==> config.mk <==
export PLATFORM = sky130hd
export DESIGN_NAME = psum_drain_accumulator_flat
export DESIGN_NICKNAME = d
export VERILOG_FILES = /design/src/rtl/psum_drain_accumulator_if.sv /design/src/rtl/psum_drain_accumulator.sv /design/src/flat_wrapper.sv
export SDC_FILE = /design/constraint.sdc
export NUM_CORES = 1
export LEC_CHECK = 0
export ABC_AREA = 1
export BUFFER_PORTS_ARGS = -buffer_cell sky130_fd_sc_hd__buf_2
export CAP_MARGIN = 0
export CORE_MARGIN = 5
export CORE_UTILIZATION = 31
export CTS_CLUSTER_DIAMETER = 30
export CTS_CLUSTER_SIZE = 25
export DETAILED_ROUTE_END_ITERATION = 6
export PLACE_DENSITY = 0.46
export SKIP_CTS_REPAIR_TIMING = 1
export SKIP_LAST_GASP = 1
export SLEW_MARGIN = 20
export SYNTH_ARGS = -nofsm -noshare
export SYNTH_HDL_FRONTEND = slang
export SYNTH_SLANG_ARGS = --single-unit
==> constraint.sdc <==
create_clock -name clk_i -period 6.1 [get_ports clk_i]
set_input_delay 0.305 -clock clk_i [delete_from_list [all_inputs] [get_ports clk_i]]
set_output_delay 0.305 -clock clk_i [all_outputs]
set_load 0.02 [all_outputs]
==> src/rtl/psum_drain_accumulator_if.sv <==
// rtl/psum_drain_accumulator_if.sv - psum input, drained result stream and tile status bundle
interface psum_drain_accumulator_if #(
  parameter int PSUM_W = 10,
  parameter int OUT_W  = 8
);
  logic signed [PSUM_W-1:0] psum_i;
  logic                     psum_valid_i;
  logic                     clear_i;
  logic signed [OUT_W-1:0]  acc_o;
  logic                     acc_valid_o;
  logic                     acc_ready_i;
  logic                     busy_o;
  logic                     done_o;
  logic                     overflow_o;

  modport master (
    output psum_i, psum_valid_i, clear_i, acc_ready_i,
    input  acc_o, acc_valid_o, busy_o, done_o, overflow_o
  );

  modport slave (
    input  psum_i, psum_valid_i, clear_i, acc_ready_i,
    output acc_o, acc_valid_o, busy_o, done_o, overflow_o
  );
endinterface

==> src/rtl/psum_drain_accumulator.sv <==
// rtl/psum_drain_accumulator.sv - accumulates PE partial sums per tile and drains rescaled results
// Optional: define PSUM_RELU_EN to clamp negative drained values to zero before saturation.
module psum_drain_accumulator #(
  parameter int PSUM_W = 10,
  parameter int ACC_W  = 16,
  parameter int DEPTH  = 8,
  parameter int PASSES = 3,
  parameter int SHIFT  = 2,
  parameter int OUT_W  = 8
) (
  input  logic                   clk_i,
  input  logic                   rst_i,
  psum_drain_accumulator_if.slave io
);
  localparam int IDX_W  = (DEPTH > 1) ? $clog2(DEPTH) : 1;
  localparam int PCNT_W = (PASSES > 1) ? $clog2(PASSES) : 1;
  localparam logic [IDX_W-1:0]  LAST_IDX  = IDX_W'(DEPTH - 1);
  localparam logic [PCNT_W-1:0] LAST_PASS = PCNT_W'(PASSES - 1);
  localparam logic signed [ACC_W-1:0] ACC_MAX = {1'b0, {(ACC_W-1){1'b1}}};
  localparam logic signed [ACC_W-1:0] ACC_MIN = {1'b1, {(ACC_W-1){1'b0}}};
  localparam logic signed [ACC_W-1:0] OUT_MAX = {{(ACC_W-OUT_W+1){1'b0}}, {(OUT_W-1){1'b1}}};
  localparam logic signed [ACC_W-1:0] OUT_MIN = {{(ACC_W-OUT_W+1){1'b1}}, {(OUT_W-1){1'b0}}};

  typedef enum logic [1:0] {IDLE, ACCUM, DRAIN} state_e;

  state_e                  state_q, state_d;
  logic [IDX_W-1:0]        wr_idx_q, wr_idx_d, rd_idx_q, rd_idx_d;
  logic [PCNT_W-1:0]       pass_cnt_q, pass_cnt_d;
  logic signed [OUT_W-1:0] acc_q, acc_d;
  logic                    acc_valid_q, acc_valid_d;
  logic                    done_q, done_d;
  logic                    ovf_q, ovf_d;

  logic signed [ACC_W-1:0] buf_q [DEPTH];
  logic                    buf_we;
  logic signed [ACC_W-1:0] buf_wdata;
  logic signed [ACC_W-1:0] psum_ext, buf_rd, add_sum;
  logic [ACC_W:0]          sum_wide;
  logic                    add_ovf;

  function automatic logic signed [OUT_W-1:0] drain_conv(input logic signed [ACC_W-1:0] v);
    logic signed [ACC_W-1:0] s;
    s = v >>> SHIFT;
`ifdef PSUM_RELU_EN
    if (s[ACC_W-1]) s = '0;
`endif
    if (s > OUT_MAX)      return OUT_MAX[OUT_W-1:0];
    else if (s < OUT_MIN) return OUT_MIN[OUT_W-1:0];
    else                  return s[OUT_W-1:0];
  endfunction

  assign psum_ext = {{(ACC_W-PSUM_W){io.psum_i[PSUM_W-1]}}, io.psum_i};
  assign buf_rd   = buf_q[wr_idx_q];
  assign sum_wide = {buf_rd[ACC_W-1], buf_rd} + {psum_ext[ACC_W-1], psum_ext};
  // Differing top two bits of the widened sum means the signed ACC_W range was exceeded.
  assign add_ovf  = sum_wide[ACC_W] ^ sum_wide[ACC_W-1];
  assign add_sum  = add_ovf ? (sum_wide[ACC_W] ? ACC_MIN : ACC_MAX) : sum_wide[ACC_W-1:0];

  always_ff @(posedge clk_i or posedge rst_i) begin
    if (rst_i) state_q <= IDLE;
    else       state_q <= state_d;
  end

  always_comb begin
    state_d     = state_q;
    wr_idx_d    = wr_idx_q;
    rd_idx_d    = rd_idx_q;
    pass_cnt_d  = pass_cnt_q;
    acc_d       = acc_q;
    acc_valid_d = acc_valid_q;
    done_d      = 1'b0;
    ovf_d       = ovf_q;
    buf_we      = 1'b0;
    buf_wdata   = (pass_cnt_q == '0) ? psum_ext : add_sum;

    if (io.clear_i) begin
      state_d     = IDLE;
      wr_idx_d    = '0;
      rd_idx_d    = '0;
      pass_cnt_d  = '0;
      acc_d       = '0;
      acc_valid_d = 1'b0;
      ovf_d       = 1'b0;
    end else begin
      unique case (state_q)
        IDLE, ACCUM: begin
          if (io.psum_valid_i) begin
            buf_we  = 1'b1;
            state_d = ACCUM;
            if (pass_cnt_q != '0 && add_ovf) ovf_d = 1'b1;
            if (wr_idx_q == LAST_IDX) begin
              wr_idx_d = '0;
              if (pass_cnt_q == LAST_PASS) begin
                pass_cnt_d = '0;
                rd_idx_d   = '0;
                state_d    = DRAIN;
              end else begin
                pass_cnt_d = pass_cnt_q + 1'b1;
              end
            end else begin
              wr_idx_d = wr_idx_q + 1'b1;
            end
          end
        end
        DRAIN: begin
          if (io.psum_valid_i) ovf_d = 1'b1;
          // The first entry is loaded one cycle after entry; later ones on each handshake.
          if (!acc_valid_q) begin
            acc_valid_d = 1'b1;
            acc_d       = drain_conv(buf_q[rd_idx_q]);
          end else if (io.acc_ready_i) begin
            if (rd_idx_q == LAST_IDX) begin
              acc_valid_d = 1'b0;
              done_d      = 1'b1;
              rd_idx_d    = '0;
              state_d     = IDLE;
            end else begin
              rd_idx_d = rd_idx_q + 1'b1;
              acc_d    = drain_conv(buf_q[rd_idx_q + 1'b1]);
            end
          end
        end
        default: state_d = IDLE;
      endcase
    end
  end

  always_ff @(posedge clk_i or posedge rst_i) begin
    if (rst_i) begin
      wr_idx_q    <= '0;
      rd_idx_q    <= '0;
      pass_cnt_q  <= '0;
      acc_q       <= '0;
      acc_valid_q <= 1'b0;
      done_q      <= 1'b0;
      ovf_q       <= 1'b0;
    end else begin
      wr_idx_q    <= wr_idx_d;
      rd_idx_q    <= rd_idx_d;
      pass_cnt_q  <= pass_cnt_d;
      acc_q       <= acc_d;
      acc_valid_q <= acc_valid_d;
      done_q      <= done_d;
      ovf_q       <= ovf_d;
    end
  end

  always_ff @(posedge clk_i) begin
    if (buf_we) buf_q[wr_idx_q] <= buf_wdata;
  end

  assign io.acc_o       = acc_q;
  assign io.acc_valid_o = acc_valid_q;
  assign io.busy_o      = (state_q != IDLE);
  assign io.done_o      = done_q;
  assign io.overflow_o  = ovf_q;
endmodule
==> src/flat_wrapper.sv <==
// flat-port wrapper written by rule: the top's interface ports become plain ports
module psum_drain_accumulator_flat 
#(
  parameter int PSUM_W = 10,
  parameter int ACC_W  = 16,
  parameter int DEPTH  = 8,
  parameter int PASSES = 3,
  parameter int SHIFT  = 2,
  parameter int OUT_W  = 8
)
  (clk_i, rst_i, io_psum_i, io_psum_valid_i, io_clear_i, io_acc_ready_i, io_acc_o, io_acc_valid_o, io_busy_o, io_done_o, io_overflow_o);
  psum_drain_accumulator_if #(.PSUM_W(PSUM_W), .OUT_W(OUT_W)) io_i ();
  input  logic clk_i;
  input  logic rst_i;
  input wire logic [$bits(io_i.psum_i)-1:0] io_psum_i;
  input wire logic [$bits(io_i.psum_valid_i)-1:0] io_psum_valid_i;
  input wire logic [$bits(io_i.clear_i)-1:0] io_clear_i;
  input wire logic [$bits(io_i.acc_ready_i)-1:0] io_acc_ready_i;
  output wire logic [$bits(io_i.acc_o)-1:0] io_acc_o;
  output wire logic [$bits(io_i.acc_valid_o)-1:0] io_acc_valid_o;
  output wire logic [$bits(io_i.busy_o)-1:0] io_busy_o;
  output wire logic [$bits(io_i.done_o)-1:0] io_done_o;
  output wire logic [$bits(io_i.overflow_o)-1:0] io_overflow_o;
  assign io_i.psum_i = io_psum_i;
  assign io_i.psum_valid_i = io_psum_valid_i;
  assign io_i.clear_i = io_clear_i;
  assign io_i.acc_ready_i = io_acc_ready_i;
  assign io_acc_o = io_i.acc_o;
  assign io_acc_valid_o = io_i.acc_valid_o;
  assign io_busy_o = io_i.busy_o;
  assign io_done_o = io_i.done_o;
  assign io_overflow_o = io_i.overflow_o;
  psum_drain_accumulator #(.PSUM_W(PSUM_W), .ACC_W(ACC_W), .DEPTH(DEPTH), .PASSES(PASSES), .SHIFT(SHIFT), .OUT_W(OUT_W)) u_core (.clk_i(clk_i), .rst_i(rst_i), .io(io_i));
endmodule
* After elaboration in Yosys (flattened, before gate mapping) *
Memories as Yosys holds them, arrays and structs flattened.
Index checks and enable logic that the tools add are counted.

operators by class
  add/subtract/negate cells = 4
  multiplexer cells = 57
  order comparisons = 4
  reductions and logical operators = 17
  equal/unequal tests = 15
  bitwise logic cells = 1

operator list
  operator               number
  $mux W8                9
  $mux W16               3
  $mux W3                11
  $gt A14 B8 Y1 const B  2
  $lt A14 B8 Y1 const B  2
  $mux W2                12
  $mux W1                19
  $add A16 B10 Y17       1
  $ne A3 B2 Y1 const B   5
  $ne A3 B3 Y1 const B   5
  $reduce_bool A2 Y1     6
  $reduce_and A4 Y1      2
  $add A3 B1 Y3 const B  2
  $eq A3 B3 Y1 const B   2
  $pmux W3 S2            1
  $reduce_and A3 Y1      2
  $reduce_and A6 Y1      1
  $eq A2 B2 Y1 const B   2
  $logic_not A2 Y1       2
  $pmux W2 S2            1
  $reduce_bool A3 Y1     1
  $add A2 B1 Y2 const B  1
  $eq A2 B1 Y1 const B   1
  $pmux W1 S2            1
  other kinds (4)        4

word-level totals
  output and inout bits = 12
  memories kept = 1
  register bits = 21
  memory bits (writable) = 128
  input bits = 15
  word-level logic and storage cells = 107

memories
  name          words  bits a word  rd ports  clocked after Yosys merged registers in  wr ports  RTL line                      source
  u_core.buf_q  8      16           3         0                                        1         psum_drain_accumulator.sv:34  logic signed [ACC_W-1:0] buf_q [DEPTH];

* Longest topological paths before layout *
Gate-level depths: netlist (run 1).
An unclocked memory read counts as a cell.

  word-level depth = 10
  mapped depth = 26
  mapped depth without buffers = 25

* Worst setup path before layout (run 1) *
OpenSTA, ideal clock, no wires.

  path kind = register -> register
  start = register u_core.wr_idx_q[1]
  end = memory u_core.buf_q[0][12] (data pin)
  clock period less this slack = 3.429 ns
  path slack = 2.671 ns
  arrival = 3.164 ns
  path buffers = 3
  cell stages (with the launch flop) = 22
  path through = dfrtp_1 > clkbuf_2 > inv_1 > nor3_1 > buf_2 > a22oi_1 > nand3_1 > ha_1 > inv_1 > fa_1 > inv_1 > nand2_1 > nand2_1 > nand3_1 > nand2_1 > nand2_1 > nand3_1 > nand2_1 > nand2_1 > buf_6 > nand2_2 > o21ai_0

on the way
  cells in the longest elaborated chain, start to end = 5
  elaborated cells on any way between the ends = 6

RTL lines
  element                                    RTL line                                                    source
  start: declaration                         psum_drain_accumulator.sv:27                                logic [IDX_W-1:0] wr_idx_q, wr_idx_d, rd_idx_q, rd_idx_d;
  start signal: assignment                   psum_drain_accumulator.sv:138                               wr_idx_q <= wr_idx_d;
  $mem_v2 Z8 W16 (*)                         -
  $add A16 B10 Y17 (*)                       psum_drain_accumulator.sv:54                                assign sum_wide = {buf_rd[ACC_W-1], buf_rd} + {psum_ext[ACC_W-1], psum_ext};
  $mux W16 or $xor A1 B1 Y1 (tied branches)  psum_drain_accumulator.sv:57, psum_drain_accumulator.sv:56
  $mux W16 (*)                               psum_drain_accumulator.sv:57                                assign add_sum = add_ovf ? (sum_wide[ACC_W] ? ACC_MIN : ACC_MAX) : sum_wide[ACC_W-1:0];
  $mux W16 (*)                               psum_drain_accumulator.sv:74                                buf_wdata = (pass_cnt_q == '0) ? psum_ext : add_sum;
  net u_core.buf_wdata[12]                   psum_drain_accumulator.sv:36                                logic signed [ACC_W-1:0] buf_wdata;
  end: declaration                           psum_drain_accumulator.sv:34

Mark *: on every way through the listed nets, which the timed path passes. The rest lies on a longest branch.

* Final worst setup path (run 1) *
  start = register u_core.wr_idx_q[1]
  end = memory u_core.buf_q[4][9] (data pin)

The elaborated chain is that of the path after synthesis.

==> flow_summary.yaml, run 1 <==
cts:
  insertion_delay_ps: 430
  clk_path_buf_depth: 2
  cts_buffers: 17
  clock-sinks: 149
  cts_tree: "done"
  path_clk_slew_ps: 70
  ctsHtreeMaxLevel: 4
  clock-root-buffer: "clkbuf_16"
yosys:
  synthCells: 1099
  synth-seq-cells: 149
  yosys_warnings: 0
  synthXorXnorAreaFrac_pct: 1.059
  synth_compound_area_share_pct: 18.10
  synth_mux_area_share_pct: 0
  synth_area_um2: 9096
  synth_edf_count: 128
  synthAdderAreaFrac_pct: 2.971
  syn_area_per_cell_um2: 8.277
  synth_simple_gate_area_share_pct: 20.83
  synth_top_family_by_area: "simple AND/OR/NAND/NOR gates"
  yosysUniqueCellTypes: 45
  async_reset_ff_share_pct: 14.09
  syn-num-nets: 1135
  synth_top_flop_cell: "edfxtp_1"
  ys_seq_area_share_pct: 48.03
timing:
  post-route-period-util_pct: 82.27
  clock_skew_ps: 16.55
  fmax_ghz: 0.1993
  fin_crit_ps: 5019
  worst_pin_slew_ps: 1102
  slew_violations: 0
  setup_violations: 0
  finalSetupTns_ps: 0
  worst_slack_ps: 1081
  rsz0062_at_grt: "false"
  timing.hold.ws_ps: 29.63
  hold_viol_final: 0
  max_slew_margin_pct: 25.73
floorplan:
  initial_core_util_pct: 31.52
  dieArea_um2: 32870
  rows: 62
  ioPinCount: 27
  die_h_um: 181.3
  fp.coreArea_um2: 28860
  die_w_um: 181.3
route:
  vias: 7910
  first_pass_iters: 6
  drc: 0
  wire_per_inst_um: 20.08
  detail-route-antenna-nets: 0
  drt-initial-drc-count: 627
  wirelength_mm: 30.36
  viasPerCell: 5.231
flow_run:
  drv_cap: 0
critical_path:
  cp.required_ps: 6170
  max_stage_delay_ps: 890
  crit_fanout: 14
  crit_chain: "inv_1, nor3_4, inv_1, o22ai_1, a221oi_1, o2111ai_1, ha_1, nand2_1, inv_1, nand2_1, nand2_1, a21oi_1, nand2_1, nand2_1, nand2_1, nand2_1, nand2_2, o21ai_0"
  cp.arrival_ps: 5090
  cp-end-kind: "flip-flop"
  cpMostUsedCell: "nand2_1"
  critPathKind: "flip-flop to flip-flop"
  startpoint_type: "flip-flop"
  critPathBufInv: 3
  critical-path-top-delay-family: "simple AND/OR/NAND/NOR gates"
  slowest_stage: "o21ai_0"
global_route:
  grt_pass1_wl_mm: 45.62
  grt_pass1_vias: 7566
  grt_overflow: 0
  grt_antenna_before_repair: 0
  grtUsageTotal_pct: 18.26
  grt_max_degree: 94
power:
  peakVddDrop_mv: 0.1715
  sw_frac_of_total_pct: 29.62
  power.density_nw_per_um2: 258.0
  seqPwrFrac_pct: 43.5
  clockPowerShare_pct: 39.2
  p_comb_share_pct: 17.3
  p_sw_uw: 777.4
  total_power_mw: 2.625
  p_int_mw: 1.847
  p_leak_nw: 4.203
placement:
  numPortBuffers: 26
  gp_congestion: 0.8527
  dp_hpwl_mm: 20.71
  dp_cells: 1480
  place_ws_ps: 1084
  place_area_um2: 9608
hold_path:
  hold_path.class: "primary input to asynchronous set/reset pin"
layout:
  area_delta_synth_final_pct: 11.86
  nets: 1151
  fin_area_um2: 10170
  n_antenna_cell: 0
  final_cells: 1512
  drive_gt1_share_pct: 9.840
  final_core_util_pct: 35.26
outcome:
  status: "complete, no violations"
## cells in the final DEF (no fill, tap or decap), types with 3 or more instances in the layout
cell / instances
a21oi_1: 88
a221oi_1: 20
a22oi_1: 10
buf_2: 26
buf_4: 20
clkbuf_16: 17
dfrtp_1: 20
edfxtp_1: 128
ha_1: 19
inv_1: 131
inv_2: 6
inv_6: 6
nand2_1: 286
nand3_1: 87
nand4_1: 8
nor2_1: 44
nor2_2: 7
nor3_1: 3
nor3_2: 5
o211ai_1: 17
o21ai_0: 92
o21ai_1: 16
o21ai_4: 3
o22ai_1: 21
or2_2: 4
xnor2_1: 5
xor2_1: 6
## routing by layer
layer	wire length (µm)	vias up	track usage, %	part of all wire [%]
met2	13340	281	28.51	44
met1	14440	3773	26.16	48
met4	580	0	4.983	1.9
li1	-	3820	-	-
met3	1992	36	3.197	6.6
met5	0	-	0	0
## registers in the layout, indices dropped and copies added (netlist names)
register               flops
u_core.buf_q             128
u_core.io.acc_o            8
u_core.rd_idx_q            3
u_core.wr_idx_q            3
u_core.pass_cnt_q          2
u_core.state_q             2
u_core.io.acc_valid_o      1
u_core.io.done_o           1
u_core.io.overflow_o       1
## cell families after synthesis
logic type      count (synthesis)
buf+inv                       188
simple gates                  452
flops                         149
compound gates                278
fa+ha+maj                      21
xor+xnor                       11
## power groups by stage
stage | Combinational [mW] | Sequential (mW) | Clock [mW]
after CTS | 0.452 | 1.14 | 1.04
after global routing | 0.505 | 1.14 | 1.09
final | 0.454 | 1.14 | 1.03
after detailed placement | 0.450 | 1.16 | 0
after floorplan | 0.307 | 1.16 | 0
after global placement | 0.457 | 1.16 | 0
## final timing paths
kind	from	endpoint	slack, ps	cells after the start
setup / recovery	u_core.wr_idx_q[1]	u_core.buf_q[4][9]	1080	18
min in group clk_i	io_acc_ready_i	u_core.io.done_o	150	3
hold reg to reg	u_core.io.acc_o[3]	u_core.io.acc_o[3]	470	2
max in group asynchronous	rst_i	u_core.rd_idx_q[0]	5480	2
hold / removal	rst_i	u_core.io.acc_o[2]	30	2
setup reg to reg	u_core.wr_idx_q[1]	u_core.buf_q[4][9]	1080	18
## synth_stat cells (2+ instances only)
cell type	instances	area share, %
nor3_2	4	0.44
inv_1	131	5.4
edfxtp_1	128	42
or2_2	4	0.28
a21oi_4	2	0.36
xor2_1	6	0.58
nor2_1	51	2.1
dfrtp_1	21	5.8
buf_4	5	0.41
o2111ai_1	2	0.19
buf_6	9	1.1
clkbuf_1	13	0.54
buf_2	19	1.0
o21ai_0	93	5.1
o21ai_1	15	0.83
a22o_1	2	0.19
buf_1	2	0.083
o21ai_4	3	0.54
o211ai_1	17	1.4
xnor2_1	5	0.48
a221oi_1	20	1.9
a21oi_1	88	4.8
inv_2	6	0.25
nor3_1	5	0.28
a22oi_1	10	0.83
nand2_1	286	12
and2_1	2	0.14
nand4_1	8	0.55
ha_1	20	2.8
o22ai_1	21	1.4
nand3_1	87	4.8
## final cells by class
class	count	area, µm²
clock buffers	18	429.2
inverters	139	524.3
flip-flops and latches	149	4373
fillers	3086	18680
multi-input cells	762	3950
repair buffers	46	280.3
clock inverters	14	137.6
well taps	384	480.5
(Power assumes the default switching activity.)
==> run 2: changes to the inputs <==
--- a/config.mk
+++ b/config.mk
@@ -13,7 +13,7 @@
 export CTS_CLUSTER_DIAMETER = 30
 export CTS_CLUSTER_SIZE = 25
 export DETAILED_ROUTE_END_ITERATION = 6
-export PLACE_DENSITY = 0.46
+export PLACE_DENSITY = 0.48
 export SKIP_CTS_REPAIR_TIMING = 1
 export SKIP_LAST_GASP = 1
 export SLEW_MARGIN = 20
==> constraint.sdc (replaced) <==
create_clock -name clk_i -period 4.5 [get_ports clk_i]
set_input_delay 0.225 -clock clk_i [delete_from_list [all_inputs] [get_ports clk_i]]
set_output_delay 0.225 -clock clk_i [all_outputs]
set_load 0.02 [all_outputs]
==> run 2 against run 1 <==
Against the previous run:
- the run now ends with hold timing left
- cell count grew 0.86%
- sequential power up 36%
- non-clock buffer count increased by 13
- sequential share of layout area decreased by 0.82 points
- critical endpoint is now u_core.buf_q[7][12]
- largest cell class unchanged
- largest power group unchanged
==> flow_summary.yaml, run 2 (same netlist as run 1, synthesis figures left out) <==
outcome:
  status: "complete, but fails checks"
  violations: "hold timing"
cts:
  ctsHtreeMaxLevel: 4
  clock-sinks: 149
  path_clk_slew_ps: 70
  cts_tree: "done"
  clk_path_buf_depth: 2
  clock-root-buffer: "clkbuf_16"
  insertion_delay_ps: 430
  cts_buffers: 17
critical_path:
  startpoint_type: "flip-flop"
  reg2regPathDepth: 18
  r2r_start: "u_core.wr_idx_q[2]"
  cp.required_ps: 4620
  crit_chain: "inv_1, nor3_2, clkinvlp_4, o22ai_1, a221oi_1, nand2_1, ha_1, nand2_1, inv_1, a21oi_1, nand2_1, nand2_1, nand2_1, nand2_1, nand2_1, nand2_1, nand2_2, o21ai_1"
  cpMostUsedCell: "nand2_1"
  critPathKind: "flip-flop to flip-flop"
  slowest_stage: "o21ai_1"
  cp-end-kind: "flip-flop"
  max_stage_delay_ps: 650
  crit_fanout: 11
  cp.arrival_ps: 4360
  r2r_setup_slack_ps: 260
  r2r-end: "u_core.buf_q[7][12]"
timing:
  post-route-period-util_pct: 94.29
  slew_violations: 0
  worst_pin_slew_ps: 971.4
  timing.hold.ws_ps: -41.29
  fmax_ghz: 0.2357
  finalSetupTns_ps: 0
  clock_skew_ps: 14.92
  rsz0062_at_grt: "true"
  fin_crit_ps: 4243
  hold_viol_final: 21
  setup_violations: 0
  max_slew_margin_pct: 35.24
route:
  vias: 7927
  wirelength_mm: 30.04
  wire_per_inst_um: 19.70
  drc: 0
  viasPerCell: 5.198
  drt-initial-drc-count: 859
  first_pass_iters: 5
  detail-route-antenna-nets: 0
layout:
  regMostFlops: "u_core.buf_q"
  final_common_cell: "nand2_1"
  n_antenna_cell: 0
  nets: 1164
  drive_gt1_share_pct: 11.74
  largest_reg_flops: 128
  fin_area_um2: 10370
  final_cell_mix: "nand2_1 (286), inv_1 (129), edfxtp_1 (128)"
  final_core_util_pct: 35.95
  area_delta_synth_final_pct: 14.04
power:
  power.density_nw_per_um2: 348.5
  total_power_mw: 3.615
  p_leak_nw: 4.295
  peakVddDrop_mv: 0.2705
global_route:
  grt_max_degree: 103
  grtUsageTotal_pct: 18.01
  grt_antenna_before_repair: 0
  grt_pass1_vias: 7456
  grt_overflow: 0
  grt_pass1_wl_mm: 45.53
floorplan:
  die_w_um: 181.3
  dieArea_um2: 32870
  rows: 62
  die_h_um: 181.3
  fp.coreArea_um2: 28860
  initial_core_util_pct: 31.52
  ioPinCount: 27
hold_path:
  hold_path.class: "primary input to asynchronous set/reset pin"
placement:
  gp_congestion: 0.8233
  place_area_um2: 9699
  dp_hpwl_mm: 20.28
  numPortBuffers: 26
flow_run:
  drv_cap: 0
-- run 2: worst max-delay path, delay by kind of cell (launching register included) --
family	cells	cell delay, ps
DFF	1	570
buffers and inverters	3	610
adders and majority gates	1	320
and+or+nand+nor	10	1280
AOI/OAI and AO/OA	4	1160
-- run 2: through the flow --
step                      cells  worst slack [ps]
after floorplan            1099              1071
after global placement     1490            -9.780
after detailed placement   1490            -1.869
after CTS                  1522            -60.31
after global routing       1525            -83.89
final                      1525             257.0
-- run 2: power breakdown --
| part | leakage [nW] | internal (mW) | total [mW] | switching, mW |
|---|---|---|---|---|
| logic | 2.56 | 0.208 | 0.636 | 0.428 |
| registers | 1.44 | 1.53 | 1.55 | 0.0163 |
| clock network | 0.292 | 0.752 | 1.43 | 0.680 |
| total | 4.29 | 2.49 | 3.62 | 1.12 |
-- run 2: area by class of cell --
cell class                      count  area (µm²)
Fill cell                        3016       18480
Sequential cell                   149        4373
Multi-Input combinational cell    762        3975
Inverter                          139       531.8
Tap cell                          384       480.5
Clock buffer                       17       425.4
Timing Repair Buffer               59       402.9
Clock inverter                     15       185.2
-- run 2: worst max path at each step --
stage	start	end	slack, ps	cells past startpoint
after floorplan	u_core.wr_idx_q[1]	u_core.buf_q[0][12]	1070	21
after global placement	u_core.wr_idx_q[2]	u_core.buf_q[1][12]	-10	18
after detailed placement	u_core.wr_idx_q[2]	u_core.buf_q[0][12]	-2	18
after CTS	u_core.wr_idx_q[2]	u_core.buf_q[7][12]	-60	18
after global routing	u_core.wr_idx_q[2]	u_core.buf_q[6][6]	-80	19
final	u_core.wr_idx_q[2]	u_core.buf_q[7][12]	260	18
-- run 2: metal layers --
layer	vias up	part of all wire, %	global-route usage (%)
li1	3845	-	-
met1	3747	48	26.98
met2	310	44	28.03
met3	25	6.5	2.554
met4	0	0.93	3.212
met5	-	0	0
